[config.mk]
export PLATFORM = sky130hd
export DESIGN_NAME = pc_fetch
export DESIGN_NICKNAME = d
export VERILOG_FILES = /design/src/rtl/pc_fetch.sv
export SDC_FILE = /design/constraint.sdc
export NUM_CORES = 1
export LEC_CHECK = 0
export BUFFER_PORTS_ARGS = -buffer_cell sky130_fd_sc_hd__buf_4
export CAP_MARGIN = 20
export CORE_MARGIN = 1
export CORE_UTILIZATION = 45
export DETAILED_ROUTE_END_ITERATION = 12
export PLACE_DENSITY = 0.7
export RECOVER_POWER = 25
export SYNTH_ARGS = -nofsm -noshare
export SYNTH_HDL_FRONTEND = slang
export SYNTH_SLANG_ARGS = --single-unit
[constraint.sdc]
create_clock -name pfi_clk -period 2.2 [get_ports pfi_clk]
set_input_delay 0.44 -clock pfi_clk [delete_from_list [all_inputs] [get_ports pfi_clk]]
set_output_delay 0.44 -clock pfi_clk [all_outputs]
set_load 0.03 [all_outputs]
[src/rtl/pc_fetch.sv]
// Program counter and instruction fetch unit: fetches sequentially from RAM2 when granted
// and buffers {pc, instr} pairs in a small prefetch queue feeding decode.
module pc_fetch #(
  parameter int unsigned   AW        = 16,
  parameter int unsigned   DW        = 16,
  parameter int unsigned   DEPTH     = 2,
  parameter logic [AW-1:0] RESET_VEC = '0
) (
  input  logic                       pfi_clk,
  input  logic                       pfi_rst,
  input  logic                       pfi_en,
  input  logic                       pfi_branch,
  input  logic [AW-1:0]              pfi_new_addr,
  input  logic                       pfi_interrupt,
  input  logic [AW-1:0]              pfi_epc,
  input  logic                       pfi_ram_grant,
  input  logic [DW-1:0]              pfi_ram_data,
  input  logic                       pfi_ready,
  output logic [AW-1:0]              pfo_ram_addr,
  output logic                       pfo_ram_oe_n,
  output logic                       pfo_valid,
  output logic [DW-1:0]              pfo_instr,
  output logic [AW-1:0]              pfo_pc,
  output logic [$clog2(DEPTH+1)-1:0] pfo_count
);

  localparam int unsigned   CW   = $clog2(DEPTH + 1);
  localparam int unsigned   PW   = (DEPTH > 1) ? $clog2(DEPTH) : 1;
  localparam logic [CW-1:0] FULL = CW'(DEPTH);

  logic [AW-1:0] r_fpc;
  logic [AW-1:0] r_q_pc    [DEPTH];
  logic [DW-1:0] r_q_instr [DEPTH];
  logic [PW-1:0] r_wptr;
  logic [PW-1:0] r_rptr;
  logic [CW-1:0] r_count;

  logic          w_redirect;
  logic [AW-1:0] w_target;
  logic          w_valid;
  logic          w_fetch;
  logic          w_pop;
  logic [AW-1:0] w_fpc_nxt;
  logic [PW-1:0] w_wptr_nxt;
  logic [PW-1:0] w_rptr_nxt;
  logic [CW-1:0] w_count_nxt;

  // Interrupt takes priority over branch; both are ignored while disabled.
  always_comb begin
    w_redirect = pfi_en & (pfi_interrupt | pfi_branch);
    w_target   = pfi_interrupt ? pfi_epc : pfi_new_addr;
    w_valid    = (r_count != '0);
    // Full check uses the registered count only, keeping pfi_ready off the RAM2 path.
    w_fetch    = pfi_rst & pfi_en & pfi_ram_grant & (r_count < FULL) & ~w_redirect;
    w_pop      = pfi_en & w_valid & pfi_ready & ~w_redirect;
  end

  always_comb begin
    w_fpc_nxt   = r_fpc;
    w_wptr_nxt  = r_wptr;
    w_rptr_nxt  = r_rptr;
    w_count_nxt = r_count;
    if (w_redirect) begin
      w_fpc_nxt   = w_target;
      w_wptr_nxt  = '0;
      w_rptr_nxt  = '0;
      w_count_nxt = '0;
    end else begin
      if (w_fetch) begin
        w_fpc_nxt  = r_fpc + AW'(1);
        w_wptr_nxt = r_wptr + PW'(1);
      end
      if (w_pop) begin
        w_rptr_nxt = r_rptr + PW'(1);
      end
      unique case ({w_fetch, w_pop})
        2'b10:   w_count_nxt = r_count + CW'(1);
        2'b01:   w_count_nxt = r_count - CW'(1);
        default: w_count_nxt = r_count;
      endcase
    end
  end

  always_ff @(posedge pfi_clk or negedge pfi_rst) begin
    if (!pfi_rst) begin
      r_fpc   <= RESET_VEC;
      r_wptr  <= '0;
      r_rptr  <= '0;
      r_count <= '0;
    end else begin
      r_fpc   <= w_fpc_nxt;
      r_wptr  <= w_wptr_nxt;
      r_rptr  <= w_rptr_nxt;
      r_count <= w_count_nxt;
    end
  end

  // Storage is cleared on reset so the head outputs read 0 rather than X.
  always_ff @(posedge pfi_clk or negedge pfi_rst) begin
    if (!pfi_rst) begin
      for (int i = 0; i < DEPTH; i++) begin
        r_q_pc[i]    <= '0;
        r_q_instr[i] <= '0;
      end
    end else if (w_fetch) begin
      r_q_pc[r_wptr]    <= r_fpc;
      r_q_instr[r_wptr] <= pfi_ram_data;
    end
  end

  always_comb begin
    pfo_ram_addr = r_fpc;
    pfo_ram_oe_n = ~w_fetch;
    pfo_valid    = w_valid;
    pfo_instr    = r_q_instr[r_rptr];
    pfo_pc       = r_q_pc[r_rptr];
    pfo_count    = r_count;
  end

endmodule

==> results.md <==
* Min-Delay Path Class: in -> async
* Synth top area share at between 50% and 60%
* Core area at roughly 8700 um^2
* Worst setup EP type: output port
* Met2 Track Usage GR at between 30% and 40%
* Area grow syn2layout at 29.9%
* Die area at 9380 um^2
* Largest net degree at the start of global routing at 83
* Area leader, netlist: dfrtp_1
* Placer Congestion at ~0.79
* Final period utilization at 94.8%
* Skew final at approximately 0.011 ns
* Max-slew violations at 0
* GRT busiest layer: met2
* Switch share at a little over a third
* Post-DP HPWL at 6.07 mm
* CTS Sinks at 84
* Startpoint Class: flop
* Worst hold margin at approximately 0.22 ns
* CP max FO at 28
* YS warnings at 0
* Netlist Area Pre-Place at between 4000 and 5000 um^2
* Vias per cell at 5.40
* Grt met1 use at 27.4%
* Chip width at about 97 um
* Synthesized netlist cell count at between 300 and 400
* Layout cells sized above 1 at 55.4%
* Top FF cell, synth: dfrtp_1
* Post-synth EDFFs at 0
* Ranking of synthesized cells by area: dfrtp_1 (52%), mux2_2 (26%), a211oi_1 (2.0%), nor2b_1 (1.7%), mux2i_1 (1.5%)
* Maximum vdd ir drop at 0.000431 V
* Slew headroom at 15.0%
* Global-route wire length before repair at roughly 15 mm
* LEAKAGE at ~2.4 nW
* GR Layer Usage met3 at under 10%
* Most frequent cells after synthesis: mux2_2 (94), dfrtp_1 (84), nand2_1 (14)
* 1st-iter DRT viols at 110
* H-tree lvl count at 3
* Via count of the routed design at about 3000
* Routed WL at a little under 9 mm
* Most frequent cell after synthesis: mux2_2
* Antenna viol nets, final at 0
* Input/output buffers at ~110
* Max clock buf depth at 2
* Row count at 34
* Finished Layout Cells at 547
* Net Switching at between 1.5 and 2 mW
* Pwr per Cell Area at approximately 870 nW/um^2
* Total CTS buffers at 9
* IO Count at between 100 and 150
* Worst Path Required at approximately 1.8 ns
* Final worst slack at approximately 0.11 ns
* Async S/R FF share, synth at 100%
* Residual DRC at 0
* Reg power frac at 43.3%
* Cell area after layout at approximately 5300 um^2
* Setup violations, final at 0
* Clock power share at 23.4%
* RSZ-0062 raised after global routing: false
* Tmin final at 2.09 ns
* P_int at roughly 3 mW
* WP data arrival at between 1.5 and 2 ns
* Synthesized area per cell at 12.7 um^2
* Pre-CTS WS at roughly 0.19 ns
* DRT Pass-1 Iters at 4
* Placed instance count at ~530
* Gr usage total at approximately a fifth
* Number of global-route vias before repair at 2921
* Status: complete, no violations
* Post-CTS setup buffers at 0
* Clk root buf: clkbuf_8
* CTS clk-pin slew, worst paths at about 0.09 ns
* CP Class: reg -> out
* Combinational Power Share at between 30% and 40%
* Height of the die at ~97 um
* Layout net count at a little under 500
* Count of cell types in the netlist at 42
* Slew @ Worst Pin at roughly 1.3 ns
* Gr ovfl total at 0
* Placed instance area at between 5000 and 6000 um^2
* Inserted Diodes at 0
* Initial antenna violation count at 0
* Post-synthesis sequential area ratio at just over 50%
* Post-Syn Nets at about 380
* Clk_lat worst skew at about 0.36 ns
* Max-cap violation count at 0
* CTS tree: done
* Final setup TNS at 0 ns
* Fmax at roughly 480 MHz
* Initial cell density of the core at a little under half
* Post-DR wirelength/cell at roughly 16 um
* #FFs+latches synth at 84
* Final hold viol count at 0
[layout make-up]
| class | instances | area, um^2 |
|---|---|---|
| sequential | 84 | 2100 |
| tap | 108 | 135 |
| fill | 706 | 3460 |
| clock buffer | 10 | 138 |
| clock inverter | 6 | 55.1 |
| timing repair buffer | 122 | 950 |
| multi-input combinational | 214 | 1870 |
| inverter | 3 | 11.3 |
[state kept, by name, indices dropped and copies added, names as in the netlist]
signal	flops
r_q_instr	32
r_q_pc	32
pfo_ram_addr	16
pfo_count	2
r_rptr	1
r_wptr	1
[per-layer routing]
metal  vias to the layer above  wire, um
met5                         -         0
met4                         0        31
met3                         2       426
met2                        88      4170
met1                      1462      4150
li1                       1404         -
[placed cells by master, fill, tap and decap left out, types with 2 or more instances in the layout]
cell      Yosys  final
or2_2         2      2
a31oi_1       5      5
xnor2_1       3      3
dfrtp_1      84     83
nor2_1        2      2
nand4_1       4      4
inv_6         0      3
o21ai_0      11     10
or3_1         3      3
buf_12        0      3
nor3_1        4      4
o31ai_1       2      2
nand2_1      14     14
clkbuf_8      0     10
mux2i_1       6      6
or4_4         2      2
a21oi_1      10     10
buf_4         0    116
xor2_1        3      3
nor2b_1      11     11
mux2_2       94     94
inv_1         3      3
clkinv_4      0      2
o211ai_1      2      2
nand3_1       6      5
a211oi_1     11     11
nor4_1        2      2
[power groups by stage]
stage               Sequential, mW  Combinational [mW]  Clock [mW]
detailed placement            2.01                1.53           0
global placement              2.00                1.51           0
finish                        1.98                1.52        1.07
CTS                           1.98                1.53        1.10
global route                  2.02                1.62        1.18
floorplan                     2.04               0.893           0
[kinds of logic after synthesis]
| group | count (synthesis) | synth area share (%) |
|---|---|---|
| multiplexers | 100 | 27.6 |
| buffers and inverters | 22 | 2.35 |
| XOR/XNOR | 6 | 1.30 |
| adder cells (fa/ha/maj) | 1 | 0.309 |
| flip-flops | 84 | 51.9 |
| AND/OR/NAND/NOR | 58 | 8.71 |
| AO/OA/AOI/OAI | 49 | 7.82 |
[worst max-delay path: stages, from the launching register on]
cell	delay, ns
dfrtp_2	0.49
buf_12	0.24
mux2_2	0.38
buf_4	0.17
[path summary, 6_finish.rpt]
path / startpoint / endpoint / slack [ns] / depth (start not counted)
worst max-delay path: r_rptr / pfo_pc[6] / 0.11 / 3
worst min-delay path: pfi_rst / pfo_ram_addr[9] / 0.22 / 2
worst max register to register: pfo_ram_addr[0] / pfo_ram_addr[12] / 0.16 / 5
worst min register to register: r_q_pc[7] / r_q_pc[7] / 0.49 / 2
max in group asynchronous: pfi_rst / r_q_instr[21] / 0.41 / 3
min in group pfi_clk: pfi_ram_data[1] / r_q_instr[1] / 0.32 / 2
[metrics by stage]
| step | power (mW) | utilization [%] |
|---|---|---|
| after floorplan | 2.94 | - |
| after global placement | 3.51 | 57.9 |
| after detailed placement | 3.54 | 57.9 |
| after CTS | 4.62 | 60.3 |
| after global routing | 4.82 | 60.3 |
| final | 4.58 | 60.3 |
[timing repair]
action	in CTS	in global routing
resized for setup	0	2
setup endpoints to repair	0	29
hold endpoints to repair	2	0
hold buffers	1	0
(Power assumes the default switching activity.)
